===== src/rtl/fetch_decode_stage_pkg.sv =====
// Shared definitions for the fetch/decode front end: opcodes, format tags,
// queue sizing helpers and the combinational instruction decoder.
package fetch_decode_stage_pkg;

   localparam logic [6:0] OP_R      = 7'b0110011;
   localparam logic [6:0] OP_IMM    = 7'b0010011;
   localparam logic [6:0] OP_LOAD   = 7'b0000011;
   localparam logic [6:0] OP_JALR   = 7'b1100111;
   localparam logic [6:0] OP_STORE  = 7'b0100011;
   localparam logic [6:0] OP_BRANCH = 7'b1100011;
   localparam logic [6:0] OP_LUI    = 7'b0110111;
   localparam logic [6:0] OP_AUIPC  = 7'b0010111;
   localparam logic [6:0] OP_JAL    = 7'b1101111;

   typedef enum logic [2:0] {
      FMT_R = 3'd0,
      FMT_I = 3'd1,
      FMT_S = 3'd2,
      FMT_B = 3'd3,
      FMT_U = 3'd4,
      FMT_J = 3'd5
   } fmt_e;

   // Immediates are carried as 32-bit sign-extended values; the top widens to XLEN.
   typedef struct packed {
      logic [4:0]  ra;
      logic [4:0]  rb;
      logic [4:0]  rw;
      logic [31:0] imm;
      fmt_e        fmt;
      logic        illegal;
   } dec_t;

   function automatic int iq_ptr_w(input int depth);
      return (depth > 1) ? $clog2(depth) : 1;
   endfunction

   function automatic int iq_cnt_w(input int depth);
      return $clog2(depth) + 1;
   endfunction

   function automatic dec_t decode(input logic [31:0] instr);
      dec_t d;
      d = '0;
      case (instr[6:0])
         OP_R: begin
            d.fmt = FMT_R;
            d.ra  = instr[19:15];
            d.rb  = instr[24:20];
            d.rw  = instr[11:7];
         end
         OP_IMM, OP_LOAD, OP_JALR: begin
            d.fmt = FMT_I;
            d.ra  = instr[19:15];
            d.rw  = instr[11:7];
            d.imm = {{20{instr[31]}}, instr[31:20]};
         end
         OP_STORE: begin
            d.fmt = FMT_S;
            d.ra  = instr[19:15];
            d.rb  = instr[24:20];
            d.imm = {{20{instr[31]}}, instr[31:25], instr[11:7]};
         end
         OP_BRANCH: begin
            d.fmt = FMT_B;
            d.ra  = instr[19:15];
            d.rb  = instr[24:20];
            d.imm = {{19{instr[31]}}, instr[31], instr[7], instr[30:25], instr[11:8], 1'b0};
         end
         OP_LUI, OP_AUIPC: begin
            d.fmt = FMT_U;
            d.rw  = instr[11:7];
            d.imm = {instr[31:12], 12'b0};
         end
         OP_JAL: begin
            d.fmt = FMT_J;
            d.rw  = instr[11:7];
            d.imm = {{11{instr[31]}}, instr[31], instr[19:12], instr[20], instr[30:21], 1'b0};
         end
         default: d.illegal = 1'b1;
      endcase
      return d;
   endfunction

endpackage


===== src/rtl/fetch_decode_stage_instr_queue.sv =====
// Synchronous FIFO of {pc, instr} with a flush input; push and pop may
// coincide at any fill level, including full.
module instr_queue
   import fetch_decode_stage_pkg::*;
#(
   parameter int DEPTH  = 4,
   parameter int ADDR_W = 32
) (
   input  logic                       clk,
   input  logic                       rst_n,
   input  logic                       clear,
   input  logic                       push,
   input  logic [ADDR_W-1:0]          push_pc,
   input  logic [31:0]                push_instr,
   input  logic                       pop,
   output logic                       empty,
   output logic [iq_cnt_w(DEPTH)-1:0] count,
   output logic [ADDR_W-1:0]          head_pc,
   output logic [31:0]                head_instr
);

   localparam int PW = iq_ptr_w(DEPTH);
   localparam int CW = iq_cnt_w(DEPTH);

   logic [ADDR_W-1:0] pc_mem    [DEPTH];
   logic [31:0]       instr_mem [DEPTH];
   logic [PW-1:0]     wr_ptr, rd_ptr;
   logic [CW-1:0]     cnt;
   logic              do_push, do_pop;

   assign do_pop  = pop && (cnt != '0);
   assign do_push = push && ((cnt < CW'(DEPTH)) || do_pop);

   always_ff @(posedge clk or negedge rst_n) begin
      if (!rst_n) begin
         wr_ptr <= '0;
         rd_ptr <= '0;
         cnt    <= '0;
      end else if (clear) begin
         wr_ptr <= '0;
         rd_ptr <= '0;
         cnt    <= '0;
      end else begin
         if (do_push) wr_ptr <= wr_ptr + PW'(1);
         if (do_pop)  rd_ptr <= rd_ptr + PW'(1);
         cnt <= cnt + CW'(do_push) - CW'(do_pop);
      end
   end

   always_ff @(posedge clk) begin
      if (do_push && !clear) begin
         pc_mem[wr_ptr]    <= push_pc;
         instr_mem[wr_ptr] <= push_instr;
      end
   end

   assign empty      = (cnt == '0);
   assign count      = cnt;
   assign head_pc    = pc_mem[rd_ptr];
   assign head_instr = instr_mem[rd_ptr];

endmodule


===== src/rtl/fetch_decode_stage.sv =====
// Instruction fetch/decode front end: credit-limited pipelined fetch, in-order
// response buffering, redirect flush with stale-response discard, and decode.
module fetch_decode_stage
   import fetch_decode_stage_pkg::*;
#(
   parameter int                XLEN     = 64,
   parameter int                ADDR_W   = 32,
   parameter logic [ADDR_W-1:0] RESET_PC = '0,
   parameter int                IQ_DEPTH = 4
) (
   input  logic              clk,
   input  logic              rst_n,
   output logic              imem_req_valid,
   input  logic              imem_req_ready,
   output logic [ADDR_W-1:0] imem_req_addr,
   input  logic              imem_rsp_valid,
   input  logic [31:0]       imem_rsp_data,
   input  logic              redirect_valid,
   input  logic [ADDR_W-1:0] redirect_pc,
   output logic              dec_valid,
   input  logic              dec_ready,
   output logic [ADDR_W-1:0] dec_pc,
   output logic [31:0]       dec_instr,
   output logic [4:0]        dec_ra,
   output logic [4:0]        dec_rb,
   output logic [4:0]        dec_rw,
   output logic [XLEN-1:0]   dec_imm,
   output logic [2:0]        dec_fmt,
   output logic              dec_illegal
);

   localparam int CW = iq_cnt_w(IQ_DEPTH);

   logic [ADDR_W-1:0] pc, rsp_pc;
   logic [CW-1:0]     outstanding, discard, outstanding_nxt, discard_nxt, iq_count;
   logic [CW:0]       credit_used;
   logic              iq_empty, req_fire, rsp_keep, rsp_drop, pop;
   logic [ADDR_W-1:0] head_pc;
   logic [31:0]       head_instr;
   dec_t              dec;

   // Requests in flight plus buffered words never exceed the queue size.
   assign credit_used    = {1'b0, outstanding} + {1'b0, iq_count};
   assign imem_req_valid = rst_n && !redirect_valid && (credit_used < (CW+1)'(IQ_DEPTH));
   assign imem_req_addr  = pc;

   assign req_fire = imem_req_valid && imem_req_ready;
   assign rsp_drop = imem_rsp_valid && (discard != '0);
   assign rsp_keep = imem_rsp_valid && (discard == '0) && !redirect_valid;
   assign pop      = dec_valid && dec_ready;

   assign outstanding_nxt = outstanding + CW'(req_fire) - CW'(imem_rsp_valid);
   assign discard_nxt     = discard - CW'(rsp_drop);

   // On redirect every request still in flight belongs to the old stream.
   always_ff @(posedge clk or negedge rst_n) begin
      if (!rst_n) begin
         pc          <= RESET_PC;
         rsp_pc      <= RESET_PC;
         outstanding <= '0;
         discard     <= '0;
      end else begin
         outstanding <= outstanding_nxt;
         if (redirect_valid) begin
            pc      <= redirect_pc;
            rsp_pc  <= redirect_pc;
            discard <= outstanding_nxt;
         end else begin
            discard <= discard_nxt;
            if (req_fire) pc     <= pc + ADDR_W'(4);
            if (rsp_keep) rsp_pc <= rsp_pc + ADDR_W'(4);
         end
      end
   end

   instr_queue #(
      .DEPTH  (IQ_DEPTH),
      .ADDR_W (ADDR_W)
   ) u_iq (
      .clk        (clk),
      .rst_n      (rst_n),
      .clear      (redirect_valid),
      .push       (rsp_keep),
      .push_pc    (rsp_pc),
      .push_instr (imem_rsp_data),
      .pop        (pop),
      .empty      (iq_empty),
      .count      (iq_count),
      .head_pc    (head_pc),
      .head_instr (head_instr)
   );

   assign dec_valid = !iq_empty;

   always_comb begin
      dec         = decode(head_instr);
      dec_pc      = '0;
      dec_instr   = '0;
      dec_ra      = '0;
      dec_rb      = '0;
      dec_rw      = '0;
      dec_imm     = '0;
      dec_fmt     = '0;
      dec_illegal = 1'b0;
      if (dec_valid) begin
         dec_pc      = head_pc;
         dec_instr   = head_instr;
         dec_ra      = dec.ra;
         dec_rb      = dec.rb;
         dec_rw      = dec.rw;
         dec_imm     = XLEN'($signed(dec.imm));
         dec_fmt     = dec.fmt;
         dec_illegal = dec.illegal;
      end
   end

endmodule


===== config.mk =====
export PLATFORM = sky130hd
export DESIGN_NAME = fetch_decode_stage
export DESIGN_NICKNAME = d
export VERILOG_FILES = /design/src/rtl/fetch_decode_stage_pkg.sv /design/src/rtl/fetch_decode_stage_instr_queue.sv /design/src/rtl/fetch_decode_stage.sv
export SDC_FILE = /design/constraint.sdc
export NUM_CORES = 1
export LEC_CHECK = 0
export BUFFER_PORTS_ARGS = -buffer_cell sky130_fd_sc_hd__buf_2
export CAP_MARGIN = 0
export CORE_MARGIN = 3
export CORE_UTILIZATION = 60
export CTS_BUF_LIST = sky130_fd_sc_hd__clkbuf_4 sky130_fd_sc_hd__clkbuf_8
export CTS_CLUSTER_SIZE = 16
export DETAILED_ROUTE_END_ITERATION = 10
export PLACE_DENSITY = 0.94
export SYNTH_ARGS = -nofsm -noshare
export SYNTH_HDL_FRONTEND = slang
export SYNTH_SLANG_ARGS = --single-unit

===== constraint.sdc =====
create_clock -name clk -period 5.6 [get_ports clk]
set_clock_uncertainty 0.05 [all_clocks]
set_input_delay 0.28 -clock clk [delete_from_list [all_inputs] [get_ports clk]]
set_output_delay 0.28 -clock clk [all_outputs]
set_load 0.02 [all_outputs]

Word-level counts from Yosys, hierarchy flattened:

Memory sizes are Yosys's and may differ from the RTL's.
Index checks and enable logic that the tools add are counted.

* add/subtract/negate cells: 10
* order comparisons: 2
* equality and inequality tests: 9
* muxes and demuxes: 26
* reductions and logical operators: 27

Operators by type and width (count)
* 32-bit 2-to-1 mux: 6
* 32-bit one-hot mux with 5 select lines: 1
* 32-bit by 3-bit adder with 32-bit output (second input constant): 2
* 64-bit 2-to-1 mux: 1
* 5-bit 2-to-1 mux: 6
* 7-bit by 6-bit == test with 1-bit output (second input constant): 3
* 7-bit == test (second input constant): 3
* 3-bit one-hot mux with 5 select lines: 1
* 7-bit by 5-bit == test with 1-bit output (second input constant): 2
* 1-bit logical AND: 10
* 3-bit 2-to-1 mux: 3
* 9-bit OR reduction: 1
* 3-bit by 1-bit subtractor with 3-bit output: 3
* 2-bit 2-to-1 mux: 4
* 2-bit nonzero test: 4
* 7-bit by 2-bit == test with 1-bit output (second input constant): 1
* 7-bit OR reduction: 1
* 3-bit by 1-bit adder with 3-bit output: 2
* 3-bit logical NOT: 2
* 3-bit nonzero test: 2
* 3-bit OR reduction: 2
* 6-bit OR reduction: 1
* 2-bit by 1-bit adder with 2-bit output (second input constant): 2
* 3-bit by 3-bit adder with 4-bit output: 1
* other kinds (6): 10

* register bits: 77
* memory bits (writable): 256
* input port bits: 70
* output and inout bits: 181
* memories: 2

Memories
* u_iq.instr_mem: depth 4, bits a word 32, rd ports 1, clocked after Yosys merged registers in 0, write ports 1, line fetch_decode_stage_instr_queue.sv:26 `logic [31:0] instr_mem [DEPTH];`
* u_iq.pc_mem: depth 4, bits a word 32, rd ports 1, clocked after Yosys merged registers in 0, write ports 1, line fetch_decode_stage_instr_queue.sv:25 `logic [ADDR_W-1:0] pc_mem [DEPTH];`

Logic depth before layout (Yosys ltp):

* depth in word-level cells: 9
* depth in mapped cells: 13
* gate-level depth less buffers: 11

By module:

A second synthesis with hierarchy kept.

* cell total of the unflattened synthesis: 1085
* area, all modules: 15222.1 um^2

Modules (own cells, without submodules)
* instr_queue: instances 1, cells an instance 380, area each 9670.5 um^2, sequential area each 7862.5 um^2
* fetch_decode_stage: instances 1, cells an instance 705, area each 5551.6 um^2, sequential area each 1751.7 um^2

Worst setup path before layout:

No wires, ideal clock.

* path kind: flip-flop to output port
* start: reg u_iq.rd_ptr[0]
* end: out dec_imm[32]
* arrival: 3.442 ns
* data required time: 5.270 ns
* setup slack: 1.828 ns
* cell stages (with the launch flop): 11
* buffers on the path: 4
* cells stage by stage: dfrtp_1 buf_6 buf_6 mux4_2 nor2b_4 nor2_4 a22o_4 nand3_4 buf_6 nor2_1 buf_4

* word-level cells in the longest chain between the ends: 5
* elaborated cells on any way between the ends: 13
* those cells by class: eq/ne (8); mux (2); reduce/logical (2); memory (1)

Ends and longest elaborated chain
* from (decl): line fetch_decode_stage_instr_queue.sv:27 `logic [PW-1:0] wr_ptr, rd_ptr;`
* from (signal assigned): line fetch_decode_stage_instr_queue.sv:45 `if (do_pop) rd_ptr <= rd_ptr + PW'(1);`
* memory read 4 x 32 bit *
* 7-bit by 5-bit == test with 1-bit output, or another cell as far along: line fetch_decode_stage_pkg.sv:45 `case (instr[6:0])`
* 3-bit OR reduction or 2-bit OR reduction (tied branches)
* 32-bit one-hot mux with 5 select lines *: line fetch_decode_stage_pkg.sv:45
* 64-bit 2-to-1 mux *: line fetch_decode_stage.sv:105 `if (dec_valid) begin`
* to (decl): line fetch_decode_stage.sv:27 `output logic [XLEN-1:0] dec_imm,`

Mark *: on every way between the ends. The rest lies on a longest branch, timed or not.

Worst setup path after layout:

Same ends and word-level chain as after synthesis.

==> results.txt <==
----------------------------------------------------
[Logic synthesis]
  Area contributors post-synth ... edfxtp_1, dfrtp_1, mux4_2, and2_1, nand2_1
  Proportion of synthesized flip-flops having asynchronous set or reset ... 0.2312
  Sequential cell area fraction in the yosys report ... 0.6478
  Post-synth net total ... 1100
  Cell count after synthesis ... 1014
  Synthesized area per cell ... 14.64 um2
  Most used DFF post-synth ... edfxtp_1
  Largest area contributor in the synthesized netlist ... edfxtp_1
  #FFs+latches synth ... 333
  Post-synthesis instance area ... 0.01484 mm2
  Number of warnings printed during yosys synthesis ... 0
  Number of synthesized flops with an enable pin ... 256
  Library cells used by synthesis ... 60
  Top-area cell type share of the netlist area ... 0.5180

[Clock network]
  Post-CTS sizing ... 0
  Post CTS Setup Buffer Count ... 0
  Clock tree from TritonCTS ... yes
  Inserted Clock Buffers ... 50
  Register clock-pin slew on the reported worst setup and hold paths ... 0.05 ns
  Number of buffers between clock root and the deepest sink ... 3
  Depth of the CTS H-tree ... 2
  TritonCTS Sinks ... 333
  Clock latency reported for the late side of the worst-skew pair ... 0.56 ns
  Root buf cell ... clkbuf_8
  # hold bufs at CTS ... 65

[Critical path]
  Crit Reg-Reg Endpoint ... discard[2]
  CP required ... 5.27 ns
  R2R depth ... 11
  Category of the worst setup path launch point ... flip-flop
  Critical Path Source ... u_iq.rd_ptr[0]
  Reg-to-reg startpoint ... u_iq.count[2]
  Worst EP arrival ... 3.78 ns
  Critical Path End Type ... output port
  Worst Setup Path Type ... reg2out
  Maximum fanout along the worst path ... 35
  Reg-to-reg slack, setup ... 1.95 ns
  End of the critical path ... dec_imm[32]

[Cells and area]
  Count of antenna diodes in the layout ... 0
  Share of final-layout standard cells stronger than drive strength 1 ... 0.3230
  Layout fillers ... 1462
  Net total in the final layout ... 1397
  Area used by multi-input combinational logic ... 0.004695 mm2
  Synthesis-to-layout area growth ... 19.67%
  Combined flip-flop and latch cell area ... 0.009619 mm2

[Floorplan]
  Chip Height ... 163.3 um
  Initial standard-cell utilization of the core ... 0.6212
  Width of the die ... 163.3 um
  Floorplan row count ... 56
  # IOs ... 251
  Area of the core region ... 0.02389 mm2
  Die Area ... 0.02666 mm2

[Place]
  Count of input and output buffers ... 250
  Detailed placement HPWL ... 22.31 mm
  Final weighted congestion in routability-driven placement ... 0.9314
  Placement Setup Slack ... 1.968 ns

[Pwr]
  Comb power frac ... 0.292
  Int Pwr ... 4745 uW
  Clock share of power ... 0.280
  Worst supply voltage drop on vdd ... 0.2383 mV
  Reported leakage power ... 0.006795 uW
  Share of total power consumed by net switching ... 0.3267
  Net switching power figure ... 2303 uW
  Total Power Consumption ... 7048 uW
  Power Dens Cells ... 396.8 mW/mm2
  Relative contribution of sequential cells to total power ... 0.428

[Min path]
  Hold Crit Depth ... 4
  Worst min path class ... in2reg

[Route]
  Via count of the routed design ... 9820
  Routed len/inst ... 21.13 um
  Vias per Instance ... 5.884
  TritonRoute pass-1 iters ... 5
  Final WL ... 35.27 mm
  Drt first-iter violations ... 831
  Number of design rule violations left after detail routing ... 0
  DRT antenna net count ... 0

[STA]
  Number of setup violations in the final report ... 0
  Minimum clock period after layout ... 4.111 ns
  FMAX ... 0.2432 GHz
  Hold Slack ... 0.2137 ns
  Aggregate negative setup slack ... 0 ns
  Hold Vio Cnt, Final ... 0
  Slew margin rel. ... 0.3025
  Post-route clock period utilization ... 0.7342
  Worst setup slack after layout ... 1.489 ns
  Count of pins over their slew limit ... 0
  Measured slew at the worst slew-check pin ... 1.046 ns
  Setup repair after global routing missed its margin ... false

[Global routing]
  Busiest layer in global routing ... met2
  Vias in the first global route ... 9927
  Global router's overall resource usage ... 0.2650
  Pin count of the biggest net entering global routing ... 78
  Met2 layer usage reported by global route ... 0.4661
  Global-route met3 utilization ... 0.05301
  Antenna violations before repair ... 0
  Global-route wire length before repair ... 54.33 mm
  Met1 global-route usage ... 0.3315
  Total overflow reported by the global router ... 0

[Status]
  Result of the run ... finished clean

[Flow run]
  Count of max-cap constraint violations ... 0

----------------------------------------------------
## metal layers
metal / share of wire / vias up
li1: - / 4379
met1: 0.38 / 4831
met2: 0.51 / 532
met3: 0.077 / 78
met4: 0.030 / 0
met5: 0 / -
## cells in the mapped netlist (8+ instances only)
master    number
edfxtp_1     256
and2_1        87
nand2_1       78
dfrtp_1       77
mux4_2        63
nor2_1        52
o21ai_0       48
buf_4         33
a21oi_1       28
nand3_1       28
clkbuf_1      25
xor2_1        25
and3_1        23
inv_1         20
o311ai_0      17
xnor2_1       16
ha_1          14
nand4_1       13
nor3_1         9
o211ai_1       9
buf_2          8
## through the flow
step / std cells / utilization / area, um2
global placement: 1513 / 0.6739 / 16100
finish: 1669 / 0.7433 / 17760
global route: 1669 / 0.7433 / 17760
detailed placement: 1513 / 0.6739 / 16100
floorplan: 1014 / - / 14840
CTS: 1669 / 0.7433 / 17760
## flip-flops by register name (all words and copies together), names as in the netlist
name            count
u_iq.count          3
rsp_pc             32
u_iq.rd_ptr         2
u_iq.instr_mem    128
u_iq.pc_mem       128
u_iq.wr_ptr         2
discard             3
outstanding         3
imem_req_addr      32
## power groups by stage
stage          clock (uW)  combinational (uW)  sequential, uW
2_1_floorplan           0                1470            3000
3_3_place_gp            0                1970            3050
3_5_place_dp            0                2020            3070
4_1_cts              1990                2060            3020
5_1_grt              2120                2210            3050
6_report             1970                2060            3020
## worst max-delay path: stages, from the launching register on
cell	delay, ns
dfrtp_4	0.86
mux4_2	0.75
and2b_1	0.29
nor2_4	0.12
a22o_4	0.15
nand3_4	0.28
nor2_1	0.25
buf_4	0.29
buf_2	0.22
## how the worst min path moves through the flow
stage	from	to	slack, ns
after floorplan	rst_n	discard[0]	-0.07
final	dec_ready	u_iq.rd_ptr[0]	0.21
after detailed placement	imem_rsp_data[1]	u_iq.instr_mem[1][1]	0.45
after global placement	rsp_pc[1]	u_iq.pc_mem[0][1]	0.44
after CTS	dec_ready	u_iq.rd_ptr[0]	0.18
after global routing	dec_ready	u_iq.rd_ptr[0]	0.24
## final cells by class
cell class | count | area share
Tap cell | 319 | 0.02247
Sequential cell | 333 | 0.5416
Inverter | 22 | 0.004650
Multi-Input combinational cell | 582 | 0.2643
Clock inverter | 16 | 0.006763
Timing Repair Buffer | 322 | 0.1102
Clock buffer | 75 | 0.05002
## layout by cell type (no fill, tap or decap), types with 3 or more instances in the layout
cell           synthesis  layout
o21ai_0               48      48
dlygate4sd3_1          0      65
buf_4                 33       8
inv_1                 20      20
mux2_2                 7       7
xnor2_1               16      16
o311ai_0              17      17
and2_1                87      83
clkinv_2               0       3
nor3_1                 9       9
clkbuf_4               0      23
clkinv_1               1      10
a31oi_1                3       3
a21oi_1               28      28
and2_4                 0       4
and4_1                 6       6
buf_2                  8     249
mux4_2                63      63
clkbuf_8               0      52
nand4_1               13      13
nand3_1               28      28
and3_1                23      23
o31ai_1                3       3
nor2_1                52      52
nand3b_1               3       3
nand2_1               78      78
ha_1                  14      14
xor2_1                25      25
a22oi_1                4       4
edfxtp_1             256     256
dfrtp_1               77      75
mux2i_1                5       5
a21oi_2                7       7
o211ai_1               9       9
## kinds of logic (layout without fill, tap and decap cells)
logic type / Yosys count / count (layout) / synth area share
multiplexers: 75 / 75 / 0.1043
flip-flops: 333 / 333 / 0.6478
AO/OA/AOI/OAI: 127 / 127 / 0.05387
AND/OR/NAND/NOR: 323 / 323 / 0.1188
buffers and inverters: 99 / 435 / 0.03659
adder cells (fa/ha/maj): 16 / 16 / 0.01450
XOR/XNOR: 41 / 41 / 0.02419
(Power assumes the default switching activity.)
